**src/rtl/uart_pkg.sv**
```systemverilog
// Shared UART definitions.
//   UART_WORD_SIZE / UART_CLKS_PER_BIT : default frame format, also used by the TX framer
//   rx_state_t                         : receive framer states
package uart_pkg;
   localparam int UART_WORD_SIZE    = 8;
   localparam int UART_CLKS_PER_BIT = 16;

   typedef enum logic [2:0] {IDLE, START, DATA, STOP, BREAK} rx_state_t;
endpackage

```
**src/rtl/uart_rx_frame_if.sv**
```systemverilog
// Word-side interface of the UART receive framer.
//   rx_data   : received word, stable while rx_valid is high
//   rx_valid  : rx_data holds an unconsumed word
//   rx_ready  : consumer accepts; transfer on rx_valid & rx_ready
//   frame_err : 1-cycle pulse, stop bit low, word discarded
//   overrun   : 1-cycle pulse, word completed while holding register full, word dropped
// master = framer side, slave = consumer side.
interface uart_rx_frame_if
   import uart_pkg::*;
#(
   parameter int word_size = UART_WORD_SIZE
);
   logic [word_size-1:0] rx_data;
   logic                 rx_valid;
   logic                 rx_ready;
   logic                 frame_err;
   logic                 overrun;

   modport master (output rx_data, rx_valid, frame_err, overrun, input rx_ready);
   modport slave  (input rx_data, rx_valid, frame_err, overrun, output rx_ready);
endinterface

```
**src/rtl/uart_rx_frame_sync_2ff.sv**
```systemverilog
// 1-bit two-flop synchronizer for asynchronous inputs.
//   clk : destination clock
//   rst : synchronous active-high reset, both flops load rst_val
//   d   : asynchronous input
//   q   : synchronized output, 2-cycle latency
module sync_2ff #(
   parameter logic rst_val = 1'b1
) (
   input  logic clk,
   input  logic rst,
   input  logic d,
   output logic q
);
   logic meta;

   always_ff @(posedge clk) begin
      if (rst) begin
         meta <= rst_val;
         q    <= rst_val;
      end else begin
         meta <= d;
         q    <= meta;
      end
   end
endmodule

```
**src/rtl/uart_rx_frame.sv**
```systemverilog
// UART receive framer: synchronizes the serial line, detects the start bit,
// samples data bits at mid-bit, checks the stop bit and presents each good
// word on a valid/ready holding register. Format: 1 start, word_size data
// bits (LSB first), 1 stop, no parity.
//   internal_clk : single clock, rising edge
//   internal_rst : synchronous active-high reset
//   bit_to_UART  : asynchronous serial line, idles high
//   rx           : word-side interface (rx_data/rx_valid/rx_ready/frame_err/overrun)
module uart_rx_frame
   import uart_pkg::*;
#(
   parameter int word_size    = UART_WORD_SIZE,
   parameter int clks_per_bit = UART_CLKS_PER_BIT
) (
   input  logic            internal_clk,
   input  logic            internal_rst,
   input  logic            bit_to_UART,
   uart_rx_frame_if.master rx
);
   localparam int CW = $clog2(clks_per_bit);
   localparam int IW = $clog2(word_size);
   localparam logic [CW-1:0] CNT_HALF = CW'(clks_per_bit / 2 - 1);
   localparam logic [CW-1:0] CNT_FULL = CW'(clks_per_bit - 1);
   localparam logic [IW-1:0] IDX_LAST = IW'(word_size - 1);

   rx_state_t            state, state_n;
   logic [CW-1:0]        cnt;
   logic [IW-1:0]        idx;
   logic [word_size-1:0] shift;
   logic                 line_s;
   logic                 cnt_clr, idx_clr, shift_en, word_done, stop_bad;

   sync_2ff #(.rst_val(1'b1)) u_sync (
      .clk (internal_clk),
      .rst (internal_rst),
      .d   (bit_to_UART),
      .q   (line_s)
   );

   always_ff @(posedge internal_clk) begin
      if (internal_rst) state <= IDLE;
      else              state <= state_n;
   end

   always_comb begin
      state_n   = state;
      cnt_clr   = 1'b0;
      idx_clr   = 1'b0;
      shift_en  = 1'b0;
      word_done = 1'b0;
      stop_bad  = 1'b0;
      case (state)
         IDLE: begin
            if (!line_s) begin
               state_n = START;
               cnt_clr = 1'b1;
            end
         end
         START: begin
            // Half-bit check rejects short low glitches and aligns
            // all later samples to the middle of each bit.
            if (cnt == CNT_HALF) begin
               cnt_clr = 1'b1;
               idx_clr = 1'b1;
               state_n = line_s ? IDLE : DATA;
            end
         end
         DATA: begin
            if (cnt == CNT_FULL) begin
               cnt_clr  = 1'b1;
               shift_en = 1'b1;
               if (idx == IDX_LAST) state_n = STOP;
            end
         end
         STOP: begin
            if (cnt == CNT_FULL) begin
               cnt_clr = 1'b1;
               if (line_s) begin
                  word_done = 1'b1;
                  state_n   = IDLE;
               end else begin
                  stop_bad = 1'b1;
                  state_n  = BREAK;
               end
            end
         end
         BREAK: begin
            // A low stop bit may be a break; wait for the line to
            // return high before hunting for a new start bit.
            if (line_s) state_n = IDLE;
         end
         default: state_n = IDLE;
      endcase
   end

   // Bit timing counter runs only while inside a frame.
   always_ff @(posedge internal_clk) begin
      if (internal_rst)                        cnt <= '0;
      else if (cnt_clr)                        cnt <= '0;
      else if (state != IDLE && state != BREAK) cnt <= cnt + 1'b1;
   end

   always_ff @(posedge internal_clk) begin
      if (internal_rst)                      idx <= '0;
      else if (idx_clr)                      idx <= '0;
      else if (shift_en && idx != IDX_LAST)  idx <= idx + 1'b1;
   end

   // LSB arrives first: insert at the top, shift right.
   always_ff @(posedge internal_clk) begin
      if (internal_rst)  shift <= '0;
      else if (shift_en) shift <= {line_s, shift[word_size-1:1]};
   end

   // Holding register. A consume in the completion cycle frees the slot,
   // so the new word replaces the old one without an overrun.
   always_ff @(posedge internal_clk) begin
      if (internal_rst) begin
         rx.rx_data   <= '0;
         rx.rx_valid  <= 1'b0;
         rx.frame_err <= 1'b0;
         rx.overrun   <= 1'b0;
      end else begin
         rx.frame_err <= stop_bad;
         rx.overrun   <= 1'b0;
         if (word_done) begin
            if (!rx.rx_valid || rx.rx_ready) begin
               rx.rx_data  <= shift;
               rx.rx_valid <= 1'b1;
            end else begin
               rx.overrun  <= 1'b1;
            end
         end else if (rx.rx_valid && rx.rx_ready) begin
            rx.rx_valid <= 1'b0;
         end
      end
   end
endmodule

```
**src/flat_wrapper.sv**
```systemverilog
// flat-port wrapper written by rule: the top's interface ports become plain ports
module uart_rx_frame_flat import uart_pkg::*;
#(
   parameter int word_size    = UART_WORD_SIZE,
   parameter int clks_per_bit = UART_CLKS_PER_BIT
)
  (internal_clk, internal_rst, bit_to_UART, rx_rx_data, rx_rx_valid, rx_frame_err, rx_overrun, rx_rx_ready);
  uart_rx_frame_if #(.word_size(word_size)) rx_i ();
  input  logic internal_clk;
  input  logic internal_rst;
  input  logic bit_to_UART;
  output wire logic [$bits(rx_i.rx_data)-1:0] rx_rx_data;
  output wire logic [$bits(rx_i.rx_valid)-1:0] rx_rx_valid;
  output wire logic [$bits(rx_i.frame_err)-1:0] rx_frame_err;
  output wire logic [$bits(rx_i.overrun)-1:0] rx_overrun;
  input wire logic [$bits(rx_i.rx_ready)-1:0] rx_rx_ready;
  assign rx_rx_data = rx_i.rx_data;
  assign rx_rx_valid = rx_i.rx_valid;
  assign rx_frame_err = rx_i.frame_err;
  assign rx_overrun = rx_i.overrun;
  assign rx_i.rx_ready = rx_rx_ready;
  uart_rx_frame #(.word_size(word_size), .clks_per_bit(clks_per_bit)) u_core (.internal_clk(internal_clk), .internal_rst(internal_rst), .bit_to_UART(bit_to_UART), .rx(rx_i));
endmodule
```
**config.mk**
```make
export PLATFORM = sky130hd
export DESIGN_NAME = uart_rx_frame_flat
export DESIGN_NICKNAME = d
export VERILOG_FILES = /design/src/rtl/uart_pkg.sv /design/src/rtl/uart_rx_frame_if.sv /design/src/rtl/uart_rx_frame_sync_2ff.sv /design/src/rtl/uart_rx_frame.sv /design/src/flat_wrapper.sv
export SDC_FILE = /design/constraint.sdc
export NUM_CORES = 1
export LEC_CHECK = 0
export CAP_MARGIN = 15
export CORE_MARGIN = 2
export CORE_UTILIZATION = 50
export DETAILED_ROUTE_END_ITERATION = 8
export PLACE_DENSITY = 0.8
export SLEW_MARGIN = 20
export SYNTH_ARGS = -nofsm -noshare
export SYNTH_HDL_FRONTEND = slang
export SYNTH_HIERARCHICAL = 1
export SYNTH_SLANG_ARGS = --single-unit
export TNS_END_PERCENT = 5
```
**constraint.sdc**
```tcl
create_clock -name internal_clk -period 2.24 [get_ports internal_clk]
set_input_delay 0.448 -clock internal_clk [delete_from_list [all_inputs] [get_ports internal_clk]]
set_output_delay 0.448 -clock internal_clk [all_outputs]
set_load 0.1 [all_outputs]
```
* Word-level counts from Yosys, hierarchy flattened
Cells that the tools add are included.
** Word-level totals
- Memory bits (read-only) :: 0
- Bits in latches :: 0
- Register bits after elaboration :: 31
- Output and inout port bits :: 11
- RAM bits :: 0
- Memories :: 0
- Input port bits :: 4
** Cells by class
- Muxes and demuxes :: 22
- Shift operators :: 0
- Bitwise gates (word level) :: 3
- Divide/modulo/power cells :: 0
- Magnitude comparators :: 0
- $add $sub $neg :: 2
- Eq/ne operators :: 16
- Reductions and logical operators :: 16
- $mul :: 0
** Operators by type and width (number)
- 3-bit 2-to-1 mux :: 7
- 3-bit case mux with 5 select lines :: 1
- 1-bit 2-to-1 mux :: 12
- 2-bit by 1-bit inequality test with 1-bit output, second input constant :: 4
- 2-bit OR reduction :: 4
- 3-bit by 2-bit == test with 1-bit output, second input constant :: 2
- 3-bit == test, second input constant :: 2
- 2-bit inequality test, second input constant :: 3
- 3-bit inequality test, second input constant :: 2
- 6-bit AND reduction :: 1
- 4-bit by 1-bit adder with 4-bit output, second input constant :: 1
- 4-bit by 3-bit == test with 1-bit output, second input constant :: 1
- 4-bit == test, second input constant :: 1
- 2-bit AND reduction :: 2
- 3-bit by 1-bit adder with 3-bit output, second input constant :: 1
- 3-bit by 1-bit == test with 1-bit output, second input constant :: 1
- 1-bit logical AND :: 3
- 3-bit zero test :: 1
- 1-bit inverter :: 3
- 1-bit case mux with 3 select lines :: 1
- 3-bit nonzero test :: 1
- 3-bit OR reduction :: 1
- 2-bit 2-to-1 mux :: 1
- 2-bit nonzero test :: 1
- 2 further kinds :: 2

* Longest topological paths before layout
Gate-level depths: netlist of run 1.
- Depth in word-level cells :: 5
- Mapped depth :: 5
- Mapped depth without buffers :: 5

* Modules after synthesis
Netlist of run 1, hierarchy kept.
** By module, submodules not included
- uart_rx_frame :: area each 1316.3 µm², times used 1, cells an instance 146
- sync_2ff :: area each 52.6 µm², times used 1, cells an instance 4

* Worst setup path before layout of run 1
Ideal clock, no wire load.
- Kind :: register to register
- Start :: register u_core.rx.rx_valid
- End :: register u_core.rx.rx_data[0]
- Data arrival time :: 1.602 ns
- Cell stages (with the launch flop) :: 5
- Path buffers :: 1
- Slack :: 0.517 ns
- Cell sequence :: dfxtp_1 -> nand2b_1 -> and4_1 -> buf_4 -> mux2i_1
** Between the ends
- Longest elaborated chain between the ends :: 3
** RTL lines
- start, declared :: line uart_rx_frame_if.sv:19 : modport master (output rx_data, rx_valid, frame_err, overrun, input rx_ready);
- start signal, assigned :: line uart_rx_frame.sv:120 : rx.rx_valid <= 1'b0;
- start signal, assigned :: line uart_rx_frame.sv:129 : rx.rx_valid <= 1'b1;
- start signal, assigned :: line uart_rx_frame.sv:134 : rx.rx_valid <= 1'b0;
- 1-bit zero test :: line uart_rx_frame.sv:127 : if (!rx.rx_valid || rx.rx_ready) begin
- 1-bit logical OR :: line uart_rx_frame.sv:127
- 2-bit AND reduction (no source line)
- end signal, assigned :: line uart_rx_frame.sv:128 : rx.rx_data <= shift;
- end, declared :: line uart_rx_frame_if.sv:19
No other way between the ends.
A chain may end at the register's enable or synchronous reset.

* Worst setup path after layout of run 1
- Start :: register u_core.cnt[0]
- End :: register u_core.rx.rx_data[2]
** Between the ends
- Longest elaborated chain between the ends :: 4
** RTL lines
- start, declared :: line uart_rx_frame.sv:27 : logic [CW-1:0] cnt;
- start signal, assigned :: line uart_rx_frame.sv:100 : else if (state != IDLE && state != BREAK) cnt <= cnt + 1'b1;
- 4-bit == test :: line uart_rx_frame.sv:76 : if (cnt == CNT_FULL) begin
- 1-bit 2-to-1 mux :: line uart_rx_frame.sv:76
- 1-bit 2-to-1 mux :: line uart_rx_frame.sv:52 : case (state)
- 2-bit AND reduction (no source line)
No other way between the ends.

==> results of run 1 <==
state kept, by name (all words and copies together) (netlist names):
signal and count:
u_core/rx.overrun 1, u_core/u_sync/meta 1, u_core/state 3, u_core/cnt 4, u_core/rx.frame_err 1, u_core/idx 3
u_core/u_sync/q 1, u_core/rx.rx_valid 1, u_core/shift 8, u_core/rx.rx_data 8
layer usage:
layer / share of wire (%) / track usage, % / routed length (microns) / vias up
met2: 50 / 29.4 / 1290 / 21
li1: - / - / - / 556
met3: 4.0 / 7.14 / 103 / 6
met5: 0 / 0 / 0 / -
met4: 1.9 / 10.5 / 50 / 0
met1: 45 / 21.6 / 1160 / 503
worst max path at each step:
stage | from | to | slack (ps) | depth (start not counted)
after CTS | u_core/cnt[0] | u_core/rx.rx_data[2] | 510 | 4
after detailed placement | rx_rx_ready | u_core/rx.rx_data[2] | 370 | 4
after global routing | u_core/cnt[0] | u_core/rx.rx_data[3] | 410 | 4
after floorplan | u_core/rx.rx_valid | u_core/rx.rx_data[0] | 520 | 4
after global placement | rx_rx_ready | u_core/rx.rx_data[2] | 460 | 4
final | u_core/cnt[0] | u_core/rx.rx_data[2] | 520 | 4
worst register-to-register path, cell delays in order (launching register included):
cell	delay, ps
dfxtp_1	380
ha_1	290
and4b_1	250
and4_1	480
mux2i_1	250
report_power, final:
| part | switching [uW] | internal, uW | leakage, uW | total [uW] |
|---|---|---|---|---|
| combinational | 14.3 | 16.1 | 0.000270 | 30.4 |
| clock | 197 | 264 | 0.0000482 | 460 |
| sequential | 5.51 | 555 | 0.000250 | 560 |
| total | 217 | 834 | 0.000568 | 1050 |
logic make-up after synthesis:
group           after synthesis  synth area share, %
simple gates                 60                 26.1
buf+inv                      12                 4.48
xor+xnor                      3                 1.92
compound gates               32                 12.9
flops                        31                 45.3
mux                           9                 6.58
fa+ha+maj                     3                 2.74
placed cells by master, fill, tap and decap left out, types with 3 or more instances in the layout:
| master | Yosys | routed |
|---|---|---|
| dfxtp_1 | 31 | 31 |
| nand2b_1 | 18 | 18 |
| buf_4 | 1 | 14 |
| o21ai_0 | 14 | 14 |
| a21oi_1 | 13 | 13 |
| nand3_1 | 11 | 11 |
| mux2i_1 | 9 | 9 |
| nor3_1 | 6 | 6 |
| clkbuf_4 | 0 | 5 |
| nand2_1 | 4 | 4 |
| nor2_1 | 4 | 4 |
| clkdlybuf4s50_1 | 0 | 3 |
| xor2_1 | 3 | 3 |
| ha_1 | 3 | 3 |
layout make-up:
cell class                      instances  area (sq um)  share of cell area, %
Timing Repair Buffer                   17           135                   8.61
Clock buffer                            6          51.3                   3.27
Sequential cell                        31           621                   39.5
Tap cell                               30          37.5                   2.39
Inverter                                1          3.75                  0.239
Clock inverter                          2          35.0                   2.23
Multi-Input combinational cell        107           687                   43.7
metrics by stage:
step / area, sq um / util, % / total power [uW] / hold slack [ps] / std cells
2_1_floorplan: 1370 / - / 593 / 385 / 150
3_3_place_gp: 1480 / 58.3 / 602 / 391 / 186
3_5_place_dp: 1480 / 58.3 / 604 / 399 / 186
4_1_cts: 1570 / 61.7 / 1060 / 424 / 194
5_1_grt: 1570 / 61.7 / 1090 / 455 / 194
6_report: 1570 / 61.7 / 1050 / 418 / 194
==> summary.txt, run 1 <==
Run status
  – Status: finished, final reports clean

Finish
  – Nets: 170
  – Filler Cell Count: 213
  – Ratio of cells with drive above 1 in the final layout: 15.2%
  – Area grow syn2layout: 14.7%
  – Number of diodes: 0

Run
  – Max_cap viols: 0

Logic synthesis
  – Post-Syn Instances: 150
  – Area fraction of the dominant cell type after synthesis: 45.3%
  – Syn_area_per_cell: 9.13 sq um
  – Syn Std Cell Area: 1370 sq um
  – Seq/Total Area, Yosys: 45.3%
  – Largest cells by area after synthesis: dfxtp_1 45%, nand2b_1 8.2%, mux2i_1 6.6%
  – EDFF count, synth: 0
  – Most frequent cell after synthesis: dfxtp_1
  – Post-synth top cells: 31 x dfxtp_1, 18 x nand2b_1, 14 x o21ai_0
  – Post-synth net total: 157
  – Ys flop type: dfxtp_1
  – FFs w/ async S/R, synth: 0%
  – Synth warn: 6
  – Post-synth top area cell: dfxtp_1
  – Yosys cell types: 33
  – #FFs+latches synth: 31

Drt
  – Routed Wire Length: 2600 microns
  – Routed vias: 1086
  – Wire per inst: 13.4 microns
  – Vias/cell: 5.60
  – DRT Pass-1 Iters: 4
  – Initial DRC Count: 37
  – Final ANT Viol Nets: 0
  – Post-route DRC: 0

Global routing
  – Total gr overflow: 0
  – First-pass GRT wire length: 4530 microns
  – GRT Resource Usage Total: 18.7%
  – Largest net degree at the start of global routing: 29
  – Vias in the first global route: 1085
  – Antenna violations before repair: 0

Placed design
  – DPL Wire Length: 1790 microns
  – I/O Buffers: 14
  – Routability-driven placement congestion ratio: 0.777
  – Pre-CTS WS: 373 ps

Critical path
  – Crit path DAT: 1990 ps
  – Crit end category: flop
  – FF-to-FF Start: u_core/cnt[0]
  – FF-to-FF End: u_core/rx.rx_data[2]
  – Worst-path fanout max: 8
  – Startpoint Class: flop
  – R2R depth: 4
  – WP buf/inv: 0
  – Kind of cell adding the most delay to the critical path: simple AND/OR/NAND/NOR gates
  – Slowest library cell on the worst path: and4_1
  – Setup CP Type: flop to flop
  – Cell breakdown of the critical path: ha_1, and4b_1, and4_1, mux2i_1
  – Worst Path Required: 2510 ps
  – CP peak stage delay: 480 ps
  – R2r setup slk: 520 ps

Timing
  – # setup viols final: 0
  – Final worst path period need: 1720 ps
  – F_max: 581 MHz
  – Tcrit/Tclk final: 76.8%
  – Headroom to the max-slew limit: 59.7%
  – Sum of negative setup slack: 0 ps
  – Clock skew: 6.22 ps
  – RSZ-0062 raised after global routing: false
  – Final hold viol count: 0
  – Least-Margin Pin Slew: 603 ps
  – Slew Limit Fails: 0
  – Setup WS post-layout: 519 ps

Hold path
  – Hold path cells: 1
  – Hold endpoint: u_core/u_sync/q
  – Launch point of the worst hold path: u_core/u_sync/meta
  – HP Class: flop to flop

CTS
  – Clock Latency Late Sink: 330 ps
  – Clock sinks: 31
  – H-tree depth: 2
  – CTS tree: done
  – Clock Path Buffers: 2
  – Hold_buf cts: 0
  – Post CTS Setup Buffer Count: 0
  – CTS resizes: 0
  – Total CTS buffers: 5
  – Clock transition at path regs: 100 ps
  – Root Driver: clkbuf_4

Floorplan
  – I/O pin cnt: 15
  – Initial core utilization: 53.8%
  – Core area: 2540 sq um
  – DIE HEIGHT: 56.3 microns
  – Site Rows: 18
  – Die Width: 56.3 microns
  – Die ar.: 3170 sq um

Power
  – Leakage: 0.000568 uW
  – P per Cell Area: 669 nW/um^2
  – Worst vdd ir: 0.522 mV
No activity file was read; power rests on OpenSTA's default activity.
==> run 2: changes to the inputs <==
- clock period: 2.24 -> 1.6 ns (I/O delays scaled with it)
==> run 2 against run 1 <==
  * Flip-flop and latch count is the same
  * Cell area grew 16%
  * Highest routed layer unchanged
  * Largest cell class unchanged
  * Core utilization grew 10 points
  * Setup slack lost 510 ps
==> summary.txt, run 2 (synthesis gave the netlist of run 1 again) <==
Critical path
  – CP dominant cell by count: ha_4
  – Worst Path Required: 1870 ps
  – Cell breakdown of the critical path: ha_4, ha_4, or3b_4, or3_4, a21oi_2
  – Crit end category: flop
  – Crit path DAT: 1860 ps
  – Kind of cell adding the most delay to the critical path: simple AND/OR/NAND/NOR gates
  – Worst-path fanout max: 4
  – WP buf/inv: 0
  – Setup CP Type: flop to flop
  – CP peak stage delay: 380 ps
  – Slowest library cell on the worst path: or3b_4
  – Startpoint Class: flop

Floorplan
  – DIE HEIGHT: 56.3 microns
  – Core area: 2540 sq um
  – Site Rows: 18
  – Initial core utilization: 53.8%
  – Die ar.: 3170 sq um
  – I/O pin cnt: 15
  – Die Width: 56.3 microns

Finish
  – Final Instance Area: 1830 sq um
  – Ratio of cells with drive above 1 in the final layout: 22.8%
  – Area grow syn2layout: 33.4%
  – Core Util, Final: 71.7%
  – Largest regs: u_core/rx.rx_data x8, u_core/shift x8, u_core/cnt x4
  – Nets: 177
  – Number of diodes: 0
  – Most common library cell in the layout ignoring fill and taps: dfxtp_1
  – Most frequent cells in the layout: 28 x dfxtp_1, 18 x nand2b_1, 14 x o21ai_0
  – Filler Cell Count: 201

Drt
  – Max Used Layer: met4
  – DRT Pass-1 Iters: 4
  – Wire per inst: 14.6 microns
  – Met3 WL: 122 microns
  – Metal-1 WL: 1230 microns
  – Routed Wire Length: 2940 microns
  – Routed vias: 1162
  – Final ANT Viol Nets: 0
  – Vias/cell: 5.78
  – Met2 WL: 1530 microns
  – Post-route DRC: 0
  – Initial DRC Count: 22

CTS
  – CTS tree: done
  – Total CTS buffers: 5
  – Clock transition at path regs: 100 ps
  – Clock sinks: 31
  – Hold_buf cts: 0
  – Root Driver: clkbuf_4
  – H-tree depth: 2
  – Clock Path Buffers: 2
  – Clock Latency Late Sink: 340 ps

Power
  – Net Switching: 307 uW
  – Clock power frac: 43.8%
  – Logic pwr share: 3.1%
  – Net Sw Frac: 20.7%
  – Flop pwr share: 53.1%
  – Total power: 1480 uW
  – Internal power: 1170 uW
  – Leakage: 0.000643 uW
  – P per Cell Area: 810 nW/um^2
  – Worst vdd ir: 0.936 mV

Placed design
  – Routability-driven placement congestion ratio: 0.855
  – DPL Wire Length: 2030 microns
  – I/O Buffers: 14
  – Pre-CTS WS: -38.0 ps
  – Post-DP Area: 1690 sq um

Timing
  – Clock skew: 11.6 ps
  – Sum of negative setup slack: 0 ps
  – F_max: 630 MHz
  – Final hold viol count: 0
  – Final worst path period need: 1590 ps
  – Headroom to the max-slew limit: 74.1%
  – Setup WS post-layout: 13.5 ps
  – RSZ-0062 raised after global routing: true
  – Tcrit/Tclk final: 99.2%
  – Slew Limit Fails: 0
  – Least-Margin Pin Slew: 388 ps
  – # setup viols final: 0

Global routing
  – Antenna violations before repair: 0
  – First-pass GRT wire length: 5270 microns
  – Vias in the first global route: 1143
  – Total gr overflow: 0
  – Largest net degree at the start of global routing: 30
  – GRT Resource Usage Total: 21.7%

Run status
  – Status: finished, final reports clean

Hold path
  – HP Class: flop to flop

Run
  – Max_cap viols: 0
## run 2: cell types whose count changed in the layout (fill, tap and decap cells not counted), moves of 2 or more
cell     previous run  this run
ha_4                0         2
dfxtp_2             0         3
buf_4              14         8
buf_12              0        13
dfxtp_1            31        28
ha_1                3         1
## run 2: area by class of cell
class	instances	area, sq um	share of cell area (%)
Multi-Input combinational cell	107	723	39.6
Clock buffer	6	51.3	2.81
Clock inverter	2	35.0	1.92
Sequential cell	31	624	34.2
Inverter	1	3.75	0.206
Timing Repair Buffer	24	350	19.2
Tap cell	30	37.5	2.06
## run 2: per-stage QoR
stage,cells,hold slack [ps]
2_1_floorplan,150,385
3_3_place_gp,192,392
6_report,201,424
3_5_place_dp,192,411
4_1_cts,201,429
5_1_grt,201,445
## run 2: routing by layer
metal	GRT usage [%]	up-vias
li1	-	569
met1	24.5	562
met2	34.5	25
met3	7.83	6
met4	13.6	0
met5	0	-
## run 2: worst paths after layout
| check | start | end | slack [ps] | cells past startpoint |
|---|---|---|---|---|
| min | u_core/u_sync/meta | u_core/u_sync/q | 420 | 1 |
| min reg2reg | u_core/u_sync/meta | u_core/u_sync/q | 420 | 1 |
| max | u_core/idx[0] | u_core/idx[0] | 10 | 5 |
| max reg2reg | u_core/idx[0] | u_core/idx[0] | 10 | 5 |
## run 2: power groups by stage
stage          registers, uW  logic, uW  clock network, uW
2_1_floorplan            798       31.9                  0
3_3_place_gp             802       45.1                  0
3_5_place_dp             802       46.0                  0
4_1_cts                  784       46.3                664
5_1_grt                  786       52.3                706
6_report                 785       46.2                647
## run 2: timing repair
action | CTS | global route
pin swaps | 0 | 0
gates resized for setup | 6 | 2
cloned | 0 | 0
setup endpoints to repair | 1 | 7
endpoints found under the hold margin | 0 | 0
buffers inserted | 1 | 0
